--- src/rtl/ysyx_23060203_pkg.sv ---
// Shared types for the IFU fetch queue: fetch buffer entry, fetch state encoding, reset PC.
// Latency: n/a (types and constants only).
// Backpressure: n/a.
package ysyx_23060203_pkg;

  localparam logic [31:0] RESET_PC = 32'h3000_0000;

  typedef struct packed {
    logic [31:0] pc;
    logic [31:0] inst;
  } fetch_entry_t;

  typedef enum logic [1:0] {
    RUN   = 2'd0,
    MISS  = 2'd1,
    DRAIN = 2'd2
  } fq_state_t;

  // Instructions are word aligned; low address bits of a redirect target are dropped.
  function automatic logic [31:0] align_pc(input logic [31:0] pc);
    return {pc[31:2], 2'b00};
  endfunction

endpackage

--- src/rtl/ysyx_23060203_fetch_fifo.sv ---
// Generic synchronous FIFO with registered storage and a synchronous flush.
// Latency: push -> o_empty deasserts next cycle; head is read straight from storage.
// Backpressure: push ignored when full unless a pop happens in the same cycle; flush beats push/pop.
// Ports: i_clk/i_rst (async active-high), i_push/i_push_dat, i_pop, i_flush, o_full, o_empty, o_head_dat.
module ysyx_23060203_fetch_fifo #(
  parameter int  DEPTH = 4,
  parameter type T     = logic [63:0]
) (
  input  logic i_clk,
  input  logic i_rst,
  input  logic i_push,
  input  T     i_push_dat,
  input  logic i_pop,
  input  logic i_flush,
  output logic o_full,
  output logic o_empty,
  output T     o_head_dat
);

  localparam int AW = (DEPTH > 1) ? $clog2(DEPTH) : 1;
  localparam int CW = $clog2(DEPTH) + 1;

  T               r_mem [DEPTH];
  logic [AW-1:0]  r_wr_ptr;
  logic [AW-1:0]  r_rd_ptr;
  logic [CW-1:0]  r_count;

  logic w_push;
  logic w_pop;

  assign o_full     = (r_count == CW'(DEPTH));
  assign o_empty    = (r_count == '0);
  assign o_head_dat = r_mem[r_rd_ptr];

  // Full-and-popping still accepts a push: the slot frees on the same edge.
  assign w_pop  = i_pop & ~o_empty & ~i_flush;
  assign w_push = i_push & ~i_flush & (~o_full | w_pop);

  // DEPTH is a power of two, so plain pointer increment wraps correctly.
  always_ff @(posedge i_clk or posedge i_rst) begin
    if (i_rst) begin
      r_wr_ptr <= '0;
      r_rd_ptr <= '0;
      r_count  <= '0;
    end else if (i_flush) begin
      r_wr_ptr <= '0;
      r_rd_ptr <= '0;
      r_count  <= '0;
    end else begin
      if (w_push) r_wr_ptr <= r_wr_ptr + AW'(1);
      if (w_pop)  r_rd_ptr <= r_rd_ptr + AW'(1);
      case ({w_push, w_pop})
        2'b10:   r_count <= r_count + CW'(1);
        2'b01:   r_count <= r_count - CW'(1);
        default: r_count <= r_count;
      endcase
    end
  end

  always_ff @(posedge i_clk) begin
    if (w_push) r_mem[r_wr_ptr] <= i_push_dat;
  end

endmodule

--- src/rtl/ysyx_23060203_fetch_queue.sv ---
// IFU front end: owns the fetch PC, presents it to the ICache, buffers hit {pc,inst} toward the IDU.
// Latency: ICache hit -> out_valid on the next cycle; one instruction per cycle sustained.
// Backpressure: out_ready low fills the buffer, after which the PC holds until an entry is popped.
// Ports: clock/reset (async active-high); redirect_valid/pc/fencei from EXU/WBU; icache_addr,
//   icache_hit, icache_inst, flush_icache to/from ICache; out_valid/ready/pc/inst toward IDU.
module ysyx_23060203_fetch_queue #(
  parameter logic [31:0] RESET_PC   = ysyx_23060203_pkg::RESET_PC,
  parameter int          FIFO_DEPTH = 4
) (
  input  logic        clock,
  input  logic        reset,
  input  logic        redirect_valid,
  input  logic [31:0] redirect_pc,
  input  logic        redirect_fencei,
  output logic [31:0] icache_addr,
  input  logic        icache_hit,
  input  logic [31:0] icache_inst,
  output logic        flush_icache,
  output logic        out_valid,
  input  logic        out_ready,
  output logic [31:0] out_pc,
  output logic [31:0] out_inst
);

  import ysyx_23060203_pkg::*;

  fq_state_t    r_state;
  logic [31:0]  r_pc;
  logic [31:0]  r_pend_pc;
  logic         r_pend_fencei;
  logic         r_flush;

  logic         w_full;
  logic         w_empty;
  logic         w_pop;
  logic         w_push;
  fetch_entry_t w_push_dat;
  fetch_entry_t w_head;
  logic [31:0]  w_sel_pc;
  logic         w_sel_fencei;

  assign w_pop = ~w_empty & out_ready;

  // Fetching is allowed in RUN and on the cycle a MISS resolves. A hit seen during the ICache
  // flush cycle may belong to the old contents, and a redirect kills the current PC's fetch.
  assign w_push = (r_state != DRAIN) & icache_hit & ~r_flush & ~redirect_valid
                & (~w_full | w_pop);

  assign w_push_dat.pc   = r_pc;
  assign w_push_dat.inst = icache_inst;

  // A redirect arriving in the same cycle the drain completes is the youngest and wins.
  assign w_sel_pc     = redirect_valid ? align_pc(redirect_pc) : r_pend_pc;
  assign w_sel_fencei = redirect_valid ? redirect_fencei       : r_pend_fencei;

  ysyx_23060203_fetch_fifo #(
    .DEPTH (FIFO_DEPTH),
    .T     (fetch_entry_t)
  ) u_fifo (
    .i_clk      (clock),
    .i_rst      (reset),
    .i_push     (w_push),
    .i_push_dat (w_push_dat),
    .i_pop      (w_pop),
    .i_flush    (redirect_valid),
    .o_full     (w_full),
    .o_empty    (w_empty),
    .o_head_dat (w_head)
  );

  // The PC only moves on a push or a redirect apply; while a refill is outstanding (MISS/DRAIN)
  // it must stay put because the ICache keys the refill on icache_addr.
  always_ff @(posedge clock or posedge reset) begin
    if (reset) begin
      r_state       <= RUN;
      r_pc          <= RESET_PC;
      r_pend_pc     <= '0;
      r_pend_fencei <= 1'b0;
      r_flush       <= 1'b0;
    end else begin
      r_flush <= 1'b0;
      case (r_state)
        RUN: begin
          if (redirect_valid) begin
            if (icache_hit) begin
              r_pc    <= align_pc(redirect_pc);
              r_flush <= redirect_fencei;
            end else begin
              r_pend_pc     <= align_pc(redirect_pc);
              r_pend_fencei <= redirect_fencei;
              r_state       <= DRAIN;
            end
          end else if (!icache_hit) begin
            r_state <= MISS;
          end else if (w_push) begin
            r_pc <= r_pc + 32'd4;
          end
        end
        MISS: begin
          if (redirect_valid) begin
            r_pend_pc     <= align_pc(redirect_pc);
            r_pend_fencei <= redirect_fencei;
            r_state       <= DRAIN;
          end else if (icache_hit) begin
            r_state <= RUN;
            if (w_push) r_pc <= r_pc + 32'd4;
          end
        end
        DRAIN: begin
          if (icache_hit) begin
            r_pc    <= w_sel_pc;
            r_flush <= w_sel_fencei;
            r_state <= RUN;
          end else if (redirect_valid) begin
            r_pend_pc     <= align_pc(redirect_pc);
            r_pend_fencei <= redirect_fencei;
          end
        end
        default: r_state <= RUN;
      endcase
    end
  end

  assign icache_addr  = r_pc;
  assign flush_icache = r_flush;
  assign out_valid    = ~w_empty;
  assign out_pc       = w_head.pc;
  assign out_inst     = w_head.inst;

endmodule

--- config.mk ---
export PLATFORM = sky130hd
export DESIGN_NAME = ysyx_23060203_fetch_queue
export DESIGN_NICKNAME = d
export VERILOG_FILES = /design/src/rtl/ysyx_23060203_pkg.sv /design/src/rtl/ysyx_23060203_fetch_fifo.sv /design/src/rtl/ysyx_23060203_fetch_queue.sv
export SDC_FILE = /design/constraint.sdc
export NUM_CORES = 1
export LEC_CHECK = 0
export CORE_MARGIN = 2
export CORE_UTILIZATION = 50
export CTS_CLUSTER_SIZE = 25
export DETAILED_ROUTE_END_ITERATION = 12
export PLACE_DENSITY = 0.76
export SLEW_MARGIN = 20
export SYNTH_ARGS = -nofsm -noshare
export SYNTH_HDL_FRONTEND = slang
export SYNTH_SLANG_ARGS = --single-unit
--- constraint.sdc ---
create_clock -name clock -period 3.3 [get_ports clock]
set_input_delay 0.495 -clock clock [delete_from_list [all_inputs] [get_ports clock]]
set_output_delay 0.495 -clock clock [all_outputs]
set_load 0.005 [all_outputs]
* Word-level counts from Yosys, hierarchy flattened
Memories as Yosys holds them, arrays and structs flattened.
Index checks and enable logic that the tools add are counted.
** Word-level totals
- Register bits :: 75
- Input port bits :: 70
- Memories :: 1
- Bits in read-only memories :: 0
- Bits in latches :: 0
- RAM bits :: 256
- Output and inout bits :: 98
- Logic and storage cells :: 84
** Memories
- u_fifo.r_mem :: depth 4, width 64, rd ports 1, clocked after Yosys merged registers in 0, write ports 1, RTL line ysyx_23060203_fetch_fifo.sv:23 : T r_mem [DEPTH];
** Cells by class
- Muxes and demuxes :: 35
- Multipliers :: 0
- Bitwise logic cells :: 15
- Reduce and logical (&&, ||, !) cells :: 8
- Div/mod/pow operators :: 0
- Equal/unequal tests :: 12
- $lt $le $gt $ge :: 0
- $add $sub $neg :: 5
- Shifts and indexed selects :: 0
** Operators with widths (number)
- $mux 32 :: 10
- $pmux 32 s3 :: 2
- $add 32x3->32 const B :: 1
- $mux 2 :: 9
- $ne 2x2->1 const B :: 6
- $and 1x1->1 :: 9
- $mux 1 :: 9
- $reduce_and 4->1 :: 2
- $pmux 2 s3 :: 1
- $pmux 3 s2 :: 1
- $reduce_bool 3->1 :: 2
- $add 2x1->2 const B :: 2
- $eq 2x1->1 const B :: 2
- $eq 2x2->1 const B :: 2
- $not 1->1 :: 4
- $reduce_bool 2->1 :: 2
- $add 3x1->3 const B :: 1
- $eq 3x3->1 const B :: 1
- $logic_not 3->1 :: 1
- $mux 3 :: 1
- $ne 3x3->1 const B :: 1
- $pmux 1 s3 :: 1
- $sub 3x1->3 const B :: 1
- $logic_not 2->1 :: 1
- 2 further kinds :: 3

* Depth between registers and ports, before layout
- Word-level depth :: 10
- Mapped depth :: 11
- Depth with buffers taken out :: 9

* Modules after synthesis
From an unflattened synthesis, not the netlist that was laid out.
** Second synthesis, totals
- Cell total of the unflattened synthesis :: 825
- Area total of the unflattened synthesis :: 13884.6 um2
** By module, submodules not included
- ysyx_23060203_fetch_fifo :: cells an instance 397, sequential area each 7862.5 um2, area an instance 9768.1 um2, times used 1
- ysyx_23060203_fetch_queue :: cells an instance 428, sequential area each 1704.1 um2, area an instance 4116.4 um2, times used 1

* Worst setup path before layout
OpenSTA, ideal clock, no wires.
- Path type :: register to register
- Start point :: reg r_state[0]
- End point :: mem u_fifo.r_mem[0][0] (netlist name), enable pin
- Setup time :: 429 ps
- Stages on the path, launching flop included :: 6
- Buffers on the path :: 1
- Period minus slack after synthesis :: 3378 ps
- Data arrival time :: 2949 ps
- Required time :: 2871 ps
- Slack :: -78 ps
- Path through :: dfrtp_1 -> inv_1 -> ha_1 -> buf_2 -> nor4b_1 -> and3_1
** On the way
- Cells in the longest elaborated chain, start to end :: 9
** Ends and longest elaborated chain
- from (decl) :: RTL line ysyx_23060203_fetch_queue.sv:27 : fq_state_t r_state;
- from (signal assigned) :: RTL line ysyx_23060203_fetch_queue.sv:75 : r_state <= RUN;
- from (signal assigned) :: RTL line ysyx_23060203_fetch_queue.sv:91 : r_state <= DRAIN;
- from (signal assigned) :: RTL line ysyx_23060203_fetch_queue.sv:94 : r_state <= MISS;
- $ne 2x2->1 :: RTL line ysyx_23060203_fetch_queue.sv:46 : assign w_push = (r_state != DRAIN) & icache_hit & ~r_flush & ~redirect_valid
- $and 1x1->1 (3 in a row) :: RTL line ysyx_23060203_fetch_queue.sv:46
- $and 1x1->1 :: RTL line ysyx_23060203_fetch_queue.sv:47 : & (~w_full | w_pop);
- $and 1x1->1 (2 in a row) :: RTL line ysyx_23060203_fetch_fifo.sv:37 : assign w_push = i_push & ~i_flush & (~o_full | w_pop);
- $mux 1 :: RTL line ysyx_23060203_fetch_fifo.sv:61 : if (w_push) r_mem[r_wr_ptr] <= i_push_dat;
- $mux 1 (not written as such) :: RTL line ysyx_23060203_fetch_fifo.sv:61
- to (decl) :: RTL line ysyx_23060203_fetch_fifo.sv:23
No other way between the ends.

* Final worst setup path
- Start point :: reg u_fifo.r_rd_ptr[1]
- End point :: out out_pc[18]
** On the way
- Cells in the longest elaborated chain, start to end :: 1
** Ends and longest elaborated chain
- from (decl) :: RTL line ysyx_23060203_fetch_fifo.sv:25 : logic [AW-1:0] r_rd_ptr;
- from (signal assigned) :: RTL line ysyx_23060203_fetch_fifo.sv:51 : if (w_pop) r_rd_ptr <= r_rd_ptr + AW'(1);
- $mem_v2 4x64
- to (decl) :: RTL line ysyx_23060203_fetch_queue.sv:21 : output logic [31:0] out_pc,
No other way between the ends.

==> impl_metrics.json <==
{
  "status": "completed",
  "hold_ws_ps": 381,
  "synth_cell_types": 64,
  "maxCapViolCount": 0,
  "cts_tree": "yes",
  "worstPathRequired_ps": 2800,
  "synth_edf_count": 256,
  "cp-end-kind": "output port",
  "numPortBuffers": 165,
  "cts_hold_buf": 0,
  "clock_latency_ps": 510,
  "via_per_inst": 5.99,
  "max-slew-margin-rel_pct": 57.2,
  "grt_use_total_pct": 21.2,
  "dr.pass1.iters": 5,
  "worstMarginPinSlew_ps": 643,
  "ios": 168,
  "start_kind": "register",
  "synth_top_area_cell": "edfxtp_1",
  "crit_arrival_ps": 2570,
  "ys.flop_type": "edfxtp_1",
  "yosysWarnings": 0,
  "fin_nets": 1063,
  "start_util_pct": 50.7,
  "synth-seq-area-share_pct": 70.4,
  "period_share_pct": 93.0,
  "antenna_found_initial": 0,
  "worst-setup-path-type": "register to output port",
  "wire_per_inst_um": 22.1,
  "final_cells": 1349,
  "final_util_pct": 63.7,
  "synth-seq-cells": 331,
  "synth_top_area_share_pct": 56.5,
  "route.detailed.drc": 0,
  "post_cts_buffers": 0,
  "grt_pass1_wl_um": 46300,
  "power.density_nw_per_um2": 828,
  "seqCellArea_um2": 9570,
  "cts_root_buffer": "clkbuf_16",
  "nFillCells": 1896,
  "dp.cells": 1287,
  "layout_commonest_cell": "edfxtp_1",
  "cts.htree.levels": 2,
  "clk_pin_slew_ps": 60,
  "fmax_ghz": 0.326,
  "clock_path_buffers": 3,
  "cts.sinks": 331,
  "syn_area_um2": 13600,
  "gp_congestion": 0.842,
  "die_x_um": 169,
  "grt_max_degree": 54,
  "final_antenna_net_count": 0,
  "diodes": 0,
  "dp_hpwl_um": 19100,
  "multi_input_area_um2": 3810,
  "finalSetupViolCount": 0,
  "synth_area_leaders": "edfxtp_1 57%, dfrtp_1 13%, mux4_2 11%",
  "fin_crit_ps": 3070,
  "reg2reg_depth": 7,
  "cts_buffers": 35,
  "power_leakage_nw": 5.84,
  "power_mw": 14.1,
  "reg2reg_from": "r_state[0]",
  "grt_overflow": 0,
  "path_max_fanout": 36,
  "drtIter0Drc": 781,
  "worstReg2RegEnd": "icache_addr[17]",
  "peakVddDrop_v": 0.000587,
  "area_growth_pct": 25.7,
  "rsz0062_at_grt": "false",
  "final_cell_mix": "256 x edfxtp_1, 165 x clkdlybuf4s50_1, 71 x dfrtp_1",
  "skew_ps": 8.43,
  "syn-num-nets": 862,
  "synth_area_per_cell_um2": 17.4,
  "die_area_um2": 28500,
  "post_cts_resized": 0,
  "drt_wl_total_um": 29900,
  "hold_viol": 0,
  "worstHoldPathType": "primary input to async pin",
  "slew_violations": 0,
  "die_h_um": 169,
  "syn-instance-count": 782,
  "setup_tns_ps": 0,
  "vias": 8078,
  "core-area_um2": 26800,
  "synthArstFlopShare_pct": 22.7,
  "rrSetupSlack_ps": 510,
  "drive_gt1_share_pct": 20.5,
  "rows": 60,
  "grt_pass1_vias": 8115
}
-- worst max-delay path, cell delays in order, from the launching register on --
cell             delay [ps]
dfrtp_4                 810
buf_4                   370
mux4_2                  360
clkdlybuf4s50_1         490
-- flip-flops by register name, summed over array words and instances (netlist names) --
name	count
flush_icache	1
u_fifo.r_wr_ptr	2
u_fifo.r_mem	256
r_state	2
r_pend_pc	32
u_fifo.r_rd_ptr	2
u_fifo.r_count	3
icache_addr	32
r_pend_fencei	1
-- power breakdown --
group          internal (mW)  switching, mW
sequential              5.35          0.666
clock                   2.27           1.53
combinational           2.37           1.95
total                   9.99           4.14
-- final cells by class --
| class | instances | area share [%] |
|---|---|---|
| clock buffers | 45 | 5.53 |
| multi-input cells | 389 | 22.3 |
| repair buffers | 206 | 12.1 |
| well taps | 341 | 2.50 |
| clock inverters | 17 | 1.03 |
| inverters | 20 | 0.439 |
| flip-flops and latches | 331 | 56.1 |
-- Yosys cell counts, drive strengths merged (11+ instances only) --
cell,instances
buf,14
o21ai,30
mux4,64
nand3,20
dfrtp,73
a22o,11
a21oi,17
edfxtp,256
mux2,33
nand4,13
clkbuf,28
nor2,28
nand2,21
inv,19
-- per-layer routing --
metal | wire [um] | share of wire, % | vias to the layer above | GRT usage, %
met2 | 14800 | 50 | 301 | 34.9
li1 | - | - | 3586 | -
met1 | 12700 | 43 | 4158 | 29.9
met3 | 1980 | 6.6 | 33 | 4.04
met5 | 0 | 0 | - | 0
met4 | 363 | 1.2 | 0 | 4.27
-- metrics by stage --
step                      setup slack (ps)  cell area [um2]
after global routing                   176            17100
after CTS                              218            17100
after floorplan                        589            13600
final                                  232            17100
after detailed placement               384            16000
after global placement                 423            16000
-- cells by family (layout without fill, tap and decap cells) --
family,after synthesis,count (layout),synth area share (%)
compound gates,134,134,6.96
xor+xnor,5,5,0.322
fa+ha+maj,10,10,0.976
buf+inv,62,288,1.84
flops,331,331,70.4
mux,107,107,14.1
simple gates,133,133,5.46
-- how the worst max path moves through the flow --
stage	from	endpoint	slack [ps]	depth (start not counted)
finish	u_fifo.r_rd_ptr[1]	out_pc[18]	230	3
CTS	u_fifo.r_rd_ptr[1]	out_pc[18]	220	3
global route	u_fifo.r_rd_ptr[1]	out_pc[18]	180	3
global placement	icache_hit	icache_addr[17]	420	6
detailed placement	icache_hit	icache_addr[17]	380	6
floorplan	r_state[0]	icache_addr[17]	590	9
Power figures use the tool's default switching activity.
